## src/rtl/dmem_pkg.sv

```systemverilog
// ---------------------------------------------------------------------------
// dmem_pkg
// Shared constants and types for the data-memory arbiter slice.
//   ADDR_WIDTH / DATA_WIDTH : geometry of the 512x32 data memory
//   state_t                 : arbiter sequencer states
//   REQ_CPU / REQ_DMA       : requester ids (bit index into the request vectors)
// ---------------------------------------------------------------------------
package dmem_pkg;

   localparam int ADDR_WIDTH = 9;
   localparam int DATA_WIDTH = 32;

   typedef enum logic [1:0] {
      IDLE   = 2'd0,
      ACCESS = 2'd1,
      RESP   = 2'd2
   } state_t;

   localparam logic REQ_CPU = 1'b0;
   localparam logic REQ_DMA = 1'b1;

endpackage

```

## src/rtl/dmem_arbiter_rr.sv

```systemverilog
// ---------------------------------------------------------------------------
// rr_arbiter2
// Combinational two-way round-robin grant. Holds no state: the priority
// pointer lives in the parent so it can be updated on the accept edge.
//   reqValid [1:0] : request valid per requester
//   prio           : requester favoured when both are valid
//   enable         : grants only issued while enabled (parent is IDLE)
//   grant    [1:0] : one-hot grant, zero when nothing is granted
//   grantId        : index of the granted requester (meaningful when grant != 0)
// ---------------------------------------------------------------------------
module rr_arbiter2
   import dmem_pkg::*;
(
   input  logic [1:0] reqValid,
   input  logic       prio,
   input  logic       enable,
   output logic [1:0] grant,
   output logic       grantId
);

   always_comb begin
      // NOTE: every output gets a default before the case so no path leaves
      // it unassigned; otherwise synthesis would infer a latch.
      grant   = 2'b00;
      grantId = REQ_CPU;
      if (enable) begin
         unique case (reqValid)
            2'b01: begin
               grant   = 2'b01;
               grantId = REQ_CPU;
            end
            2'b10: begin
               grant   = 2'b10;
               grantId = REQ_DMA;
            end
            2'b11: begin
               grantId = prio;
               grant   = (prio == REQ_DMA) ? 2'b10 : 2'b01;
            end
            default: begin
               grant   = 2'b00;
               grantId = REQ_CPU;
            end
         endcase
      end
   end

endmodule

```

## src/rtl/dmem_arbiter.sv

```systemverilog
// ---------------------------------------------------------------------------
// dmem_arbiter
// Shares a single-ported, level-sensitive 512x32 data memory between the CPU
// load/store stage (requester 0) and the DMA/debug port (requester 1).
// One access at a time: IDLE (arbitrate/accept) -> ACCESS (memory driven for
// exactly one cycle) -> RESP (one-cycle response pulse).
//   clk, resetN      : clock, asynchronous active-low reset
//   reqValid/Ready   : per-requester valid/ready handshake (2 bits each)
//   reqWrite         : per-requester write flag
//   reqAddress       : packed addresses, requester i at [i*ADDR_WIDTH +: ADDR_WIDTH]
//   reqWriteData     : packed write data, requester i at [i*DATA_WIDTH +: DATA_WIDTH]
//   respValid        : one-cycle completion pulse per requester
//   respReadData     : read result while respValid != 0 (0 for writes)
//   mem*             : memory-side address, data, write strobe and read data
// ---------------------------------------------------------------------------
module dmem_arbiter
   import dmem_pkg::*;
#(
   parameter int ADDR_WIDTH = dmem_pkg::ADDR_WIDTH,
   parameter int DATA_WIDTH = dmem_pkg::DATA_WIDTH
) (
   input  logic                    clk,
   input  logic                    resetN,
   input  logic [1:0]              reqValid,
   output logic [1:0]              reqReady,
   input  logic [1:0]              reqWrite,
   input  logic [2*ADDR_WIDTH-1:0] reqAddress,
   input  logic [2*DATA_WIDTH-1:0] reqWriteData,
   output logic [1:0]              respValid,
   output logic [DATA_WIDTH-1:0]   respReadData,
   output logic [ADDR_WIDTH-1:0]   memReadAddress,
   output logic [ADDR_WIDTH-1:0]   memWriteAddress,
   output logic [DATA_WIDTH-1:0]   memWriteData,
   output logic                    memReadWrite,
   input  logic [DATA_WIDTH-1:0]   memReadData
);

   state_t state;
   state_t nextState;

   logic       prio;
   logic       idReg;
   logic       writeReg;
   logic [1:0] grant;
   logic       grantId;
   logic       accept;

   logic [ADDR_WIDTH-1:0] selAddress;
   logic [DATA_WIDTH-1:0] selWriteData;
   logic                  selWrite;

   rr_arbiter2 u_rr (
      .reqValid (reqValid),
      .prio     (prio),
      .enable   (state == IDLE),
      .grant    (grant),
      .grantId  (grantId)
   );

   // Grant is only non-zero for a valid requester, so a grant is an accept.
   assign reqReady = grant;
   assign accept   = |grant;

   // Request fields of the granted requester.
   always_comb begin
      selAddress   = reqAddress[ADDR_WIDTH-1:0];
      selWriteData = reqWriteData[DATA_WIDTH-1:0];
      selWrite     = reqWrite[0];
      if (grantId == REQ_DMA) begin
         selAddress   = reqAddress[2*ADDR_WIDTH-1:ADDR_WIDTH];
         selWriteData = reqWriteData[2*DATA_WIDTH-1:DATA_WIDTH];
         selWrite     = reqWrite[1];
      end
   end

   // State register.
   always_ff @(posedge clk or negedge resetN) begin
      // NOTE: sequential state uses non-blocking assignments so every flop
      // samples pre-edge values regardless of block ordering.
      if (!resetN) state <= IDLE;
      else         state <= nextState;
   end

   // Next-state logic.
   always_comb begin
      nextState = state;
      unique case (state)
         IDLE:    if (accept) nextState = ACCESS;
         ACCESS:  nextState = RESP;
         RESP:    nextState = IDLE;
         default: nextState = IDLE;
      endcase
   end

   // Request latch, memory drive and response registers.
   always_ff @(posedge clk or negedge resetN) begin
      // NOTE: every register here is reset, including address and data,
      // because they drive the memory pins directly and must not float to X
      // while the memory is reading combinationally.
      if (!resetN) begin
         prio            <= REQ_CPU;
         idReg           <= REQ_CPU;
         writeReg        <= 1'b0;
         memReadAddress  <= '0;
         memWriteAddress <= '0;
         memWriteData    <= '0;
         memReadWrite    <= 1'b0;
         respValid       <= 2'b00;
         respReadData    <= '0;
      end else begin
         unique case (state)
            IDLE: begin
               if (accept) begin
                  idReg           <= grantId;
                  writeReg        <= selWrite;
                  memReadAddress  <= selAddress;
                  memWriteAddress <= selAddress;
                  memWriteData    <= selWriteData;
                  memReadWrite    <= selWrite;
                  prio            <= ~grantId;
               end
            end
            ACCESS: begin
               // Write strobe lasts exactly the ACCESS cycle; address and
               // data keep their values so the memory read port is stable.
               memReadWrite <= 1'b0;
               respReadData <= writeReg ? '0 : memReadData;
               respValid    <= (idReg == REQ_DMA) ? 2'b10 : 2'b01;
            end
            RESP: begin
               respValid <= 2'b00;
            end
            default: begin
               memReadWrite <= 1'b0;
               respValid    <= 2'b00;
            end
         endcase
      end
   end

endmodule

```

## config.mk

```make
export PLATFORM = sky130hd
export DESIGN_NAME = dmem_arbiter
export DESIGN_NICKNAME = d
export VERILOG_FILES = /design/src/rtl/dmem_pkg.sv /design/src/rtl/dmem_arbiter_rr.sv /design/src/rtl/dmem_arbiter.sv
export SDC_FILE = /design/constraint.sdc
export NUM_CORES = 1
export LEC_CHECK = 0
export CORE_UTILIZATION = 34
export DETAILED_ROUTE_END_ITERATION = 7
export GPL_TIMING_DRIVEN = 0
export PLACE_DENSITY = 0.88
export SYNTH_ARGS = -nofsm -noshare
export SYNTH_HDL_FRONTEND = slang
export SYNTH_SLANG_ARGS = --single-unit
```

## constraint.sdc

```tcl
create_clock -name clk -period 1.5 [get_ports clk]
set_input_delay 0.3 -clock clk [delete_from_list [all_inputs] [get_ports clk]]
set_output_delay 0.3 -clock clk [all_outputs]
set_load 0.05 [all_outputs]
```

==> out/qor.csv, run 1 <==
stage,metric,value,unit
synth,summed instance area of the synthesized netlist,3550,µm²
worst_hold_path,Hold Crit Class,in2async,
timing,Layout Skew,0.00829,ns
cts,CTS tree,done,
cts,Inserted Clock Buffers,9,
cts,CTS sink cnt,81,
finish,multi-input combinational cell area,1320,µm²
synth,"Warnings, synthesis",0,
drt,Via-to-Cell Ratio,5.01,
timing,achievable clock frequency,0.550,GHz
floorplan,number of cell rows,36,
finish,final standard cell area without fillers,6410,µm²
grt,vias in the first global route,3561,
floorplan,Total Die Area,10800,µm²
timing,setup-violating endpoint count in the final report,39,
timing,worst setup slack after layout,-0.319,ns
grt,antenna violations before repair,0,
grt,maximum number of pins on one net before global-route repair,54,
drt,first-iteration detailed-routing DRC count,116,
timing,headroom to the max-slew limit,0.652,
finish,area growth from synthesis to layout,80.7,%
synth,"Avg Cell Area, Syn",11.1,µm²
synth,sequential fraction of the synthesis area,0.571,
floorplan,Core Region,9950,µm²
finish,"Net count, final",676,
place,estimated wirelength of the detail-placed design,8590,µm
timing,transition time at the pin with the least slew margin,0.521,ns
critical_path,top fanout value on the critical path,3,
cts,cell at the root of the clock tree,sky130_fd_sc_hd__clkbuf_8,
power_and_ir_drop,Switching Fraction,0.492,
critical_path,type of origin of the critical path,register,
finish,area of all sequential standard cells,2030,µm²
finish,ratio of cells with drive above 1 in the final layout,0.283,
run_status,violations in the final reports,negative setup slack,
place,count of input and output buffers,206,
timing,total negative setup slack,-4.81,ns
floorplan,Die H,104,µm
synth,library cells used by synthesis,23,
floorplan,IO Pins,207,
drt,first-pass iteration count of the detailed router,4,
synth,Synth Instances,321,
cts,clock latency on the worst-skew pair,0.36,ns
timing,Min Hold Slack,0.427,ns
timing,final hold violation count,0,
power_and_ir_drop,Cell Int Power,7520,µW
synth,Seq cells post-synth,81,
power_and_ir_drop,sequential cell fraction of total power,0.258,
grt,remaining global-route overflow,0,
power_and_ir_drop,power density normalized to cell area,2310,nW/µm²
run_status,outcome,finished with violations,
power_and_ir_drop,net switching power,7280,µW
grt,total global-route track usage,0.223,
synth,Syn Nets,441,
timing,portion of the clock cycle consumed by the worst path in the final layout,1.21,
power_and_ir_drop,leakage power total,0.00290,µW
critical_path,Crit Path Class,reg2out,
finish,antenna diode count,0,
drt,post-detailed-route wirelength per cell,17.0,µm
floorplan,floorplan die width,104,µm
cts,largest buffer count on any clock path,2,
critical_path,critical path data required time,1.20,ns
timing,number of slew-limit violations in the final report,0,
power_and_ir_drop,share of total power in the clock network,0.110,
critical_path,CP Capture Type,output port,
drt,Post-Route WL,11800,µm
timing,RSZ-0062 raised after global routing,true,
timing,clock period minus worst slack,1.82,ns
cts,CTS H-Tree Depth,3,
floorplan,Initial Util,0.356,
flow_run,reported max-cap violation count,0,
critical_path,data arrival time of the worst path,1.52,ns
place,standard cell area after detailed placement,5830,µm²
place,final estimated routing congestion in global placement,0.845,
finish,number of inserted filler cells in the final layout,743,
power_and_ir_drop,largest voltage drop on the vdd net,1.55,mV
drt,final antenna-violating net count,0,
power_and_ir_drop,Logic pwr share,0.632,
drt,final routed DRC violation total,0,
drt,total number of vias,3477,
cts,CTS clock-pin slew for the worst setup and hold paths,0.09,ns
grt,first-pass GRT wire length,18600,µm
## area by class of cell
| type | instances | share of cell area |
|---|---|---|
| clock buffers | 10 | 0.0215 |
| inverters | 5 | 0.00351 |
| plain buffers | 36 | 0.0414 |
| clock inverters | 6 | 0.0103 |
| repair buffers | 225 | 0.375 |
| flip-flops and latches | 81 | 0.317 |
| well taps | 133 | 0.0260 |
| multi-input cells | 198 | 0.206 |
## synth_stat cells
master | number | area, µm²
sky130_fd_sc_hd__o21ai_0 | 33 | 165
sky130_fd_sc_hd__o31a_1 | 1 | 8.76
sky130_fd_sc_hd__nand4b_1 | 1 | 8.76
sky130_fd_sc_hd__o21ai_1 | 1 | 5.00
sky130_fd_sc_hd__and3_1 | 43 | 269
sky130_fd_sc_hd__inv_1 | 5 | 18.8
sky130_fd_sc_hd__clkbuf_2 | 1 | 5.00
sky130_fd_sc_hd__a211oi_2 | 1 | 12.5
sky130_fd_sc_hd__buf_6 | 5 | 56.3
sky130_fd_sc_hd__nor2_1 | 2 | 7.51
sky130_fd_sc_hd__a221o_1 | 42 | 420
sky130_fd_sc_hd__mux2i_1 | 2 | 20.0
sky130_fd_sc_hd__buf_4 | 9 | 67.6
sky130_fd_sc_hd__dfrtp_1 | 81 | 2030
sky130_fd_sc_hd__nor2_2 | 1 | 6.26
sky130_fd_sc_hd__clkbuf_1 | 20 | 75.1
sky130_fd_sc_hd__nand2b_1 | 34 | 213
sky130_fd_sc_hd__a21boi_0 | 1 | 7.51
sky130_fd_sc_hd__nand2_1 | 33 | 124
sky130_fd_sc_hd__o21bai_1 | 1 | 7.51
sky130_fd_sc_hd__nor2b_1 | 1 | 6.26
sky130_fd_sc_hd__buf_2 | 2 | 10.0
sky130_fd_sc_hd__a21o_1 | 1 | 7.51
## metal layers
layer | vias to the layer above | track usage | part of all wire | wire, µm
met5 | - | 0 | 0 | 0
met4 | 0 | 0.101 | 0.021 | 250
met3 | 21 | 0.0533 | 0.077 | 904
met2 | 188 | 0.389 | 0.50 | 5950
met1 | 1644 | 0.259 | 0.40 | 4680
li1 | 1624 | - | - | -
## final timing paths
| path | slack, ns | cells past startpoint | to | start |
|---|---|---|---|---|
| max reg2reg | -0.15 | 6 | memWriteData[21] | prio |
| min in group clk | 0.45 | 4 | writeReg | reqValid[0] |
| min reg2reg | 0.49 | 2 | respReadData[17] | respReadData[17] |
| max | -0.32 | 5 | reqReady[0] | state[0] |
| min | 0.43 | 2 | respReadData[13] | resetN |
| max in group asynchronous | 0.49 | 3 | memWriteData[14] | resetN |
## logic make-up after synthesis
logic type	after synthesis	synth area share
AND/OR/NAND/NOR	115	0.179
flip-flops	81	0.571
buffers and inverters	42	0.0656
multiplexers	2	0.00564
AO/OA/AOI/OAI	81	0.179
## power by group through the flow
| stage | logic, µW | registers [µW] | clock network (µW) |
|---|---|---|---|
| 2_1_floorplan | 2910 | 6720 | 0 |
| 3_3_place_gp | 8800 | 3810 | 0 |
| 3_5_place_dp | 8980 | 3820 | 0 |
| 4_1_cts | 9310 | 3810 | 1680 |
| 5_1_grt | 9830 | 3930 | 1770 |
| 6_report | 9360 | 3810 | 1630 |
## metrics by stage
stage / cells / setup WS, ns / total power (µW) / util
after floorplan: 321 / -0.00177 / 9620 / -
after global placement: 660 / -2.93 / 12600 / 0.583
after detailed placement: 661 / -1.41 / 12800 / 0.586
after CTS: 694 / -0.377 / 14800 / 0.642
after global routing: 694 / -0.382 / 15500 / 0.644
final: 694 / -0.319 / 14800 / 0.644
## state kept, by name (all words and copies together), names as in the netlist
register and flops:
respReadData 32, respValid 2, memWriteAddress 9, memWriteData 32, memReadWrite 1, state 2
writeReg 1, idReg 1, prio 1
## what timing repair did
item                                    CTS  global route
pin swaps                                43             2
buffers inserted                         13             1
hold buffers                              1             0
gates cloned                              4             0
endpoints found under the setup margin  134            80
endpoints found under the hold margin    28             0
gates resized for setup                 324            32
## layout by cell type (no fill, tap or decap), types with 2 or more instances in the layout
cell and count:
sky130_fd_sc_hd__clkbuf_2 4, sky130_fd_sc_hd__buf_16 5, sky130_fd_sc_hd__inv_1 4, sky130_fd_sc_hd__buf_4 18
sky130_fd_sc_hd__and3_1 42, sky130_fd_sc_hd__nand2b_1 33, sky130_fd_sc_hd__a221o_1 42, sky130_fd_sc_hd__clkdlybuf4s15_2 75
sky130_fd_sc_hd__dfrtp_2 3, sky130_fd_sc_hd__dfrtp_1 78, sky130_fd_sc_hd__clkinvlp_4 4, sky130_fd_sc_hd__o21ai_0 24
sky130_fd_sc_hd__clkdlybuf4s50_1 116, sky130_fd_sc_hd__clkbuf_1 9, sky130_fd_sc_hd__mux2i_1 2, sky130_fd_sc_hd__buf_2 13
sky130_fd_sc_hd__nor2_1 2, sky130_fd_sc_hd__buf_6 7, sky130_fd_sc_hd__clkbuf_8 12, sky130_fd_sc_hd__o21ai_1 9
sky130_fd_sc_hd__buf_8 7, sky130_fd_sc_hd__nand2_1 32
## critical path, stage by stage, from the launching register on
cell                         delay (ns)
sky130_fd_sc_hd__dfrtp_2           0.46
sky130_fd_sc_hd__a211oi_4          0.26
sky130_fd_sc_hd__clkbuf_8          0.19
sky130_fd_sc_hd__nand2_4           0.05
sky130_fd_sc_hd__clkinvlp_4        0.07
sky130_fd_sc_hd__buf_8             0.14
No activity file was read; power rests on OpenSTA's default activity.
==> run 2: changes to the inputs <==
==> constraint.sdc (replaced) <==
create_clock -name clk -period 1.5 [get_ports clk]
set_input_delay 0.3 -clock clk [delete_from_list [all_inputs] [get_ports clk]]
set_output_delay 0.3 -clock clk [all_outputs]
set_load 0.02 [all_outputs]
==> out/qor.csv, run 2 (synthesis results as in run 1) <==
stage,metric,value,unit,change
timing,Layout Skew,0.0151,ns,+0.00678 ns
grt,maximum number of pins on one net before global-route repair,74,,+37%
worst_hold_path,Hold Crit Class,in2async,,
drt,total number of vias,3473,,-0.12%
finish,"most common cell after layout, fill and taps aside",sky130_fd_sc_hd__clkdlybuf4s50_1,,
drt,post-detailed-route wirelength per cell,16.1,µm,-5.1%
floorplan,Initial Util,0.356,,unchanged
cts,CTS tree,done,,
finish,most frequent cells in the layout,"sky130_fd_sc_hd__clkdlybuf4s50_1 (116), sky130_fd_sc_hd__dfrtp_1 (79), sky130_fd_sc_hd__dlygate4sd2_1 (78), sky130_fd_sc_hd__and3_1 (42), sky130_fd_sc_hd__a221o_1 (42)",,
timing,transition time at the pin with the least slew margin,0.443,ns,-0.0782 ns
cts,CTS clock-pin slew for the worst setup and hold paths,0.09,ns,about the same
place,standard cell area after detailed placement,5810,µm²,-0.36%
grt,antenna violations before repair,1,,+1
grt,first-pass GRT wire length,17800,µm,-4.5%
cts,CTS H-Tree Depth,3,,unchanged
drt,final routed DRC violation total,0,,unchanged
cts,CTS sink cnt,81,,unchanged
finish,"Net count, final",674,,-0.30%
drt,first-pass iteration count of the detailed router,4,,unchanged
flow_run,reported max-cap violation count,0,,unchanged
timing,RSZ-0062 raised after global routing,true,,
critical_path,r2r worst-path depth,6,,unchanged
finish,ratio of cells with drive above 1 in the final layout,0.143,,-0.140
timing,achievable clock frequency,0.563,GHz,+2.5%
floorplan,Die H,104,µm,unchanged
critical_path,top fanout value on the critical path,4,,+1
cts,cell at the root of the clock tree,sky130_fd_sc_hd__clkbuf_8,,
critical_path,type of origin of the critical path,register,,
timing,Min Hold Slack,0.325,ns,-0.103 ns
finish,area growth from synthesis to layout,72.3,%,
floorplan,IO Pins,207,,unchanged
power_and_ir_drop,largest voltage drop on the vdd net,1.00,mV,-35%
place,worst slack at placement,-1.17,ns,+0.242 ns
critical_path,CP Capture Type,output port,,
timing,clock period minus worst slack,1.78,ns,-0.0444 ns
timing,final hold violation count,0,,unchanged
critical_path,list of cells traversed by the critical path,"a211oi_4, clkbuf_8, nand2_4, inv_2, buf_6",,
critical_path,max incr delay on CP,0.47,ns,about the same
critical_path,Crit Path Class,reg2out,,
grt,remaining global-route overflow,0,,unchanged
drt,first-iteration detailed-routing DRC count,141,,+22%
place,count of input and output buffers,206,,unchanged
drt,Via-to-Cell Ratio,5.01,,about the same
floorplan,floorplan die width,104,µm,unchanged
grt,vias in the first global route,3593,,+0.90%
place,estimated wirelength of the detail-placed design,8150,µm,-5.0%
timing,setup-violating endpoint count in the final report,36,,-7.7%
timing,headroom to the max-slew limit,0.703,,+0.0501
power_and_ir_drop,power density normalized to cell area,1940,nW/µm²,-16%
cts,Inserted Clock Buffers,9,,unchanged
critical_path,critical path data required time,1.20,ns,about the same
run_status,outcome,finished with violations,,
run_status,violations in the final reports,negative setup slack,,
cts,largest buffer count on any clock path,2,,unchanged
cts,clock latency on the worst-skew pair,0.35,ns,about the same
critical_path,data arrival time of the worst path,1.48,ns,-0.04 ns
floorplan,Total Die Area,10800,µm²,unchanged
place,final estimated routing congestion in global placement,0.775,,-8.3%
floorplan,Core Region,9950,µm²,unchanged
floorplan,number of cell rows,36,,unchanged
critical_path,CP max stage cell,sky130_fd_sc_hd__dfrtp_2,,
finish,final standard cell area without fillers,6110,µm²,-4.6%
power_and_ir_drop,leakage power total,0.00303,µW,+4.6%
timing,number of slew-limit violations in the final report,0,,unchanged
timing,portion of the clock cycle consumed by the worst path in the final layout,1.18,,-0.0296
drt,final antenna-violating net count,0,,unchanged
drt,Post-Route WL,11200,µm,-5.2%
finish,Largest regs,"memWriteData (32), respReadData (32), memWriteAddress (9)",,
grt,total global-route track usage,0.207,,-0.0165
timing,worst setup slack after layout,-0.275,ns,+0.0444 ns
## run 2: report_power, final
| part | total [µW] | internal (µW) | switching [µW] | leakage [µW] |
|---|---|---|---|---|
| Combinational | 6510 | 3090 | 3420 | 0.00191 |
| Sequential | 3760 | 3140 | 616 | 0.00102 |
| Clock | 1600 | 770 | 832 | 0.0000994 |
## run 2: worst paths after layout
path	startpoint	end	slack (ns)
min reg2reg	respReadData[28]	respReadData[28]	0.48
min in group clk	respReadData[28]	respReadData[28]	0.48
min	resetN	respReadData[13]	0.32
max in group asynchronous	resetN	state[0]	0.59
max	state[1]	reqReady[0]	-0.28
max reg2reg	prio	memWriteData[19]	-0.14
## run 2: final cells by class
type | instances | area [µm²]
diodes | 1 | 2.50
plain buffers | 36 | 264
clock buffers | 9 | 124
clock inverters | 7 | 70.1
fillers | 830 | 3840
inverters | 5 | 18.8
multi-input cells | 198 | 1320
flip-flops and latches | 81 | 2030
well taps | 133 | 166
repair buffers | 223 | 2120
## run 2: what timing repair did
item	in CTS	in global routing
pin swaps	3	13
buffers inserted	10	6
resized for setup	135	47
endpoints found under the hold margin	8	0
hold buffers	1	0
setup endpoints to repair	164	83
## run 2: routing by layer
metal  up-vias  global-route usage  part of all wire
met2       157               0.353              0.49
met1      1684               0.248              0.42
met3        14              0.0658             0.076
li1       1618                   -                 -
met5         -                   0                 0
met4         0              0.0622             0.015
## run 2: worst max-delay path: cells and delay by family (launching register included)
kind | cells | cell delay [ns]
buffers and inverters | 3 | 0.35
and+or+nand+nor | 1 | 0.05
AOI/OAI and AO/OA | 1 | 0.27
DFF | 1 | 0.47
## run 2: stage by stage
| stage | util | std cells | setup TNS, ns | total power, µW |
|---|---|---|---|---|
| floorplan | - | 321 | 0 | 7310 |
| detailed placement | 0.584 | 661 | -33.93 | 10500 |
| CTS | 0.607 | 688 | -6.29 | 11700 |
| finish | 0.614 | 693 | -4.20 | 11900 |
| global route | 0.614 | 693 | -5.86 | 12600 |
| global placement | 0.581 | 660 | -249.39 | 10300 |
